## config.mk

```make
export PLATFORM = sky130hd
export DESIGN_NAME = onehot_encoder
export DESIGN_NICKNAME = d
export VERILOG_FILES = /design/src/rtl/onehot_encoder.sv
export SDC_FILE = /design/constraint.sdc
export NUM_CORES = 1
export LEC_CHECK = 0
export ABC_AREA = 1
export CORE_MARGIN = 5
export CORE_UTILIZATION = 46
export CTS_CLUSTER_SIZE = 24
export DETAILED_ROUTE_END_ITERATION = 10
export GPL_TIMING_DRIVEN = 0
export PLACE_DENSITY = 0.77
export SYNTH_ARGS = -nofsm -noshare
export SYNTH_HDL_FRONTEND = slang
export SYNTH_SLANG_ARGS = --single-unit
```

## constraint.sdc

```tcl
create_clock -name clk -period 3.9 [get_ports clk]
set_clock_uncertainty 0.1 [all_clocks]
set_input_delay 0.78 -clock clk [delete_from_list [all_inputs] [get_ports clk]]
set_output_delay 0.78 -clock clk [all_outputs]
set_load 0.05 [all_outputs]
```

## src/rtl/onehot_encoder.sv

```systemverilog
// Registered one-hot to binary encoder with valid/ready handshake and a
// saturating count of malformed input words.
module onehot_encoder #(
   parameter int unsigned N          = 4,
   parameter int unsigned W          = $clog2(N),
   parameter bit          ACTIVE_LOW = 1'b0,
   parameter bit          PRIORITY   = 1'b0,
   parameter int unsigned CNT_W      = 8
) (
   input  logic             clk,
   input  logic             rst_n,
   input  logic [N-1:0]     in_word,
   input  logic             in_valid,
   output logic             in_ready,
   output logic [W-1:0]     out_code,
   output logic             out_err,
   output logic             out_valid,
   input  logic             out_ready,
   input  logic             err_clr,
   output logic [CNT_W-1:0] err_count
);

   typedef enum logic {
      EMPTY = 1'b0,
      FULL  = 1'b1
   } state_e;

   state_e           state_q, state_d;
   logic [W-1:0]     code_q, code_d;
   logic             err_q, err_d;
   logic [CNT_W-1:0] cnt_q, cnt_d;

   logic [N-1:0]     norm_w;
   logic             hit;
   logic             multi;
   logic [W-1:0]     idx;
   logic [W-1:0]     dec_code;
   logic             dec_err;
   logic             accept;

   // Decode: idx ends on the highest set lane; multi flags a second set lane.
   always_comb begin
      norm_w = ACTIVE_LOW ? ~in_word : in_word;
      hit    = 1'b0;
      multi  = 1'b0;
      idx    = '0;
      for (int unsigned i = 0; i < N; i++) begin
         if (norm_w[i]) begin
            multi = multi | hit;
            hit   = 1'b1;
            idx   = W'(i);
         end
      end
      if (PRIORITY) begin
         dec_err = ~hit;
      end else begin
         dec_err = ~hit | multi;
      end
      dec_code = dec_err ? '0 : idx;
   end

   // Ready passes out_ready through while full; held low during reset.
   assign in_ready = rst_n & ((state_q == EMPTY) | out_ready);
   assign accept   = in_valid & in_ready;

   always_comb begin
      state_d = state_q;
      code_d  = code_q;
      err_d   = err_q;
      cnt_d   = cnt_q;

      case (state_q)
         EMPTY: begin
            if (accept) state_d = FULL;
         end
         FULL: begin
            if (out_ready && !in_valid) state_d = EMPTY;
         end
         default: state_d = EMPTY;
      endcase

      if (accept) begin
         code_d = dec_code;
         err_d  = dec_err;
      end

      // Clear wins over a coincident increment; counter saturates.
      if (err_clr) begin
         cnt_d = '0;
      end else if (accept && dec_err && (cnt_q != {CNT_W{1'b1}})) begin
         cnt_d = cnt_q + CNT_W'(1);
      end
   end

   always_ff @(posedge clk or negedge rst_n) begin
      if (!rst_n) begin
         state_q <= EMPTY;
         code_q  <= '0;
         err_q   <= 1'b0;
         cnt_q   <= '0;
      end else begin
         state_q <= state_d;
         code_q  <= code_d;
         err_q   <= err_d;
         cnt_q   <= cnt_d;
      end
   end

   assign out_valid = (state_q == FULL);
   assign out_code  = code_q;
   assign out_err   = err_q;
   assign err_count = cnt_q;

endmodule

```

# After elaboration in Yosys (flattened, before gate mapping)
# Cells that the tools add are included.
# W data, S select, Z words.
totals:
  elab_cells: 35
  ff_bits: 12
  inputBits: 9
classes:
  add_sub_neg: 1
  n_reduce_logical: 5
  n_eq_ne: 1
  n_mux: 16
  bitwise_logic: 8
op_table:
  columns: ["operator", "n"]
  rows:
  - ["$mux W8", 2]
  - ["$mux W1", 10]
  - ["$add A8 B1 Y8 const B", 1]
  - ["$ne A8 B8 Y1 const B", 1]
  - ["$mux W2", 3]
  - ["$or A1 B1 Y1", 4]
  - ["$logic_and A1 B1 Y1", 3]
  - ["$and A1 B1 Y1", 2]
  - ["$not A1 Y1", 2]
  - ["$pmux W1 S2", 1]
  - ["$reduce_bool A2 Y1", 1]
  - ["$logic_not A1 Y1", 1]

# Logic depth before layout (Yosys ltp)
depth:
  word_depth: 11
  depth_mapped: 8

# Least setup slack after synthesis
# OpenSTA, ideal clock, no wires.
synth_timing:
  path_kind: "input port to output port"
  start: "input out_ready"
  end: "output in_ready"
  path_slack_ns: 1.734
  path_stages: 4
  n_path_buf: 0
  t_arrival_ns: 1.286
  t_required_ns: 3.020
  path_cell_list: "inv_1 > nand2_2 > nand2_2 > inv_1"
synth_via:
  elab_chain_len: 2
synth_lines:
  columns: ["element", "line_no", "source"]
  rows:
  - ["from (decl)", "18", "input logic out_ready,"]
  - ["$or A1 B1 Y1", "63", "assign in_ready = rst_n & ((state_q == EMPTY) | out_ready);"]
  - ["$and A1 B1 Y1", "63", null]
  - ["to (decl)", "14", "output logic in_ready,"]
# Every way passes these cells.

# Worst setup path in the final report
layout_timing:
  start: "input rst_n"
  end: "output in_ready"
layout_via:
  elab_chain_len: 1
layout_lines:
  columns: ["element", "line_no", "source"]
  rows:
  - ["from (decl)", "11", "input logic rst_n,"]
  - ["$and A1 B1 Y1", "63", null]
# Every way passes these cells.

==> flow_summary.yaml <==
sta:
  fin_tns_setup_ns: 0
  rsz0062_at_grt: "no"
  fin_crit_sh_pct: 92.8
  setup_slack_ns: 0.280
  holdWs_ns: 0.386
  setup_violations: 0
  tightest_slew_ns: 0.642
  fmax_ghz: 0.276
  finalHoldViolations: 0
  slew_headroom_pct: 57.1
  maxSlewViolCount: 0
  period_needed_ns: 3.62
synthesis:
  netlist_top_cells_area: "dfrtp_1 38%, nand2_1 15%, nand3_1 13%"
  ys_seq_area_share_pct: 37.6
  synth_seq_cells: 12
  synth_compound_area_share_pct: 1.88
  syn-cell-area_um2: 800
  synth_top_area_share_pct: 37.6
  syn_area_per_cell_um2: 7.47
  synth_xor_area_share_pct: 4.38
  synth_mux_area_share_pct: 0
  postSynthCellCount: 107
  synth_top_family_by_area: "simple AND/OR/NAND/NOR gates"
  ys_warn_count: 0
  synth_cell_types: 17
  synthSimpleGateAreaFrac_pct: 45.5
  syn-num-nets: 117
  synthAdderAreaFrac_pct: 1.56
  yosysTopAreaCell: "dfrtp_1"
global_routing:
  grtUsageTotal_pct: 15.0
  overflow: 0
  antenna_found_initial: 0
  grt_max_degree: 15
  grt_pass1_wl_um: 2930
  grt_pass1_vias: 644
floorplanning:
  die_area_mm2: 0.00267
  die_w_um: 51.7
  rows: 15
  dieHeight_um: 51.7
  core_mm2: 0.00169
  io_pins: 22
  start_util_pct: 47.3
power_and_ir_drop:
  p_leak_nw: 0.550
  vdd_drop_max_uv: 162
  power_w: 0.000293
  power_density_mw_per_mm2: 278
placed_design:
  dp_cells: 145
  place_ws_ns: 0.227
  gp_congestion: 0.813
  portBuffers: 21
  hpwl_um: 1350
clocking:
  cts_hold_buf: 0
  insertion_delay_ns: 0.27
  root_buffer: "clkbuf_4"
  numCtsBuffers: 3
  post_cts_buffers: 0
  cts_tree: "done"
  cts.clk_slew.worst_paths_ns: 0.07
  clock_path_buffers: 2
  cts_resized: 0
  clkSinkCount: 12
  cts-htree-levels: 1
setup_path:
  crit_fanout: 14
  cp.required_ns: 3.02
  worst_setup_path_end_kind: "output port"
  cp-start-kind: "primary input"
  worstPathArrival_ns: 2.74
  worstSetupPathType: "primary input to output port"
drt:
  firstDrtPassIters: 4
  vias: 735
  detail-route-antenna-nets: 0
  drc: 0
  avgRoutedWirePerCell_um: 11.9
  wirelength_um: 1760
  avgViaCountPerCell: 4.97
  drt-initial-drc-count: 23
cells_and_area:
  drive_above_1_share_pct: 11.5
  final_common_cell: "nand2_1"
  areaGrowthSynthToFinish_pct: 31.8
  finalNonFillerCells: 148
  fin_nets: 143
  diodes: 0
  layout_common_cells: "31 x nand2_1, 21 x clkdlybuf4s50_1, 20 x nand3_1"
  nFillCells: 157
min_path:
  hold_path_class: "flop to flop"
flow_run:
  drv_cap: 0
status:
  status: "finished clean"
[logic make-up (layout without fill, tap and decap cells)]
logic type,count (synthesis),after routing
flip-flops,12,12
adder cells (fa/ha/maj),1,1
buffers and inverters,19,43
AO/OA/AOI/OAI,3,3
AND/OR/NAND/NOR,68,68
XOR/XNOR,4,4
[synth_stat cells, drive strengths merged]
cell / n
dfrtp: 12
nand2: 34
inv: 18
ha: 1
buf: 1
nand3: 23
o21ai: 3
xor2: 3
nand4: 1
xnor2: 1
nor2: 10
[worst max-delay path: stages]
cell	delay (ns)
clkdlybuf4s50_1	0.88
nand2_2	0.19
inv_1	0.09
clkdlybuf4s50_1	0.80
[through the flow]
step / instance area [µm²] / utilization [%]
after floorplan: 800 / -
after global placement: 1030 / 61.0
after detailed placement: 1030 / 61.0
after CTS: 1050 / 62.4
after global routing: 1050 / 62.4
final: 1050 / 62.4
[flip-flops by register name, indices dropped and copies added (netlist names)]
signal,count
err_count,8
out_code,2
out_err,1
out_valid,1
[final cells by class]
cell class	count	area (µm²)	share of cell area (%)
multi-input cells	76	427	40.5
flip-flops and latches	12	300	28.5
plain buffers	1	5.00	0.475
well taps	17	21.3	2.02
clock buffers	3	22.5	2.14
inverters	18	67.6	6.41
repair buffers	21	210	20.0
[path summary, 6_finish.rpt]
kind | startpoint | to | slack [ns] | cells after the start
max in group asynchronous | rst_n | err_count[7]$_DFFE_PN0P_ | 2.49 | 1
worst min-delay path | out_code[0]$_DFFE_PN0P_ | out_code[0]$_DFFE_PN0P_ | 0.39 | 2
worst max register to register | err_count[0]$_DFFE_PN0P_ | err_count[7]$_DFFE_PN0P_ | 2.28 | 7
worst min register to register | out_code[0]$_DFFE_PN0P_ | out_code[0]$_DFFE_PN0P_ | 0.39 | 2
worst max-delay path | rst_n | in_ready | 0.28 | 4
min in group asynchronous | rst_n | out_code[1]$_DFFE_PN0P_ | 0.80 | 1
[power breakdown]
part	leakage [nW]	internal, W	switching (W)	total (W)
combinational	0.375	0.0000274	0.0000522	0.0000796
clock	0.0138	0.0000358	0.0000422	0.0000779
sequential	0.161	0.000131	0.00000497	0.000136
total	0.550	0.000194	0.0000993	0.000293
[per-layer routing]
| metal | GRT usage (%) | routed length, µm |
|---|---|---|
| met1 | 18.4 | 760 |
| met2 | 24.8 | 831 |
| met3 | 1.15 | 110 |
| met4 | 10.5 | 56 |
| met5 | 0 | 0 |
Note: power is estimated with default switching activity, not from simulation.
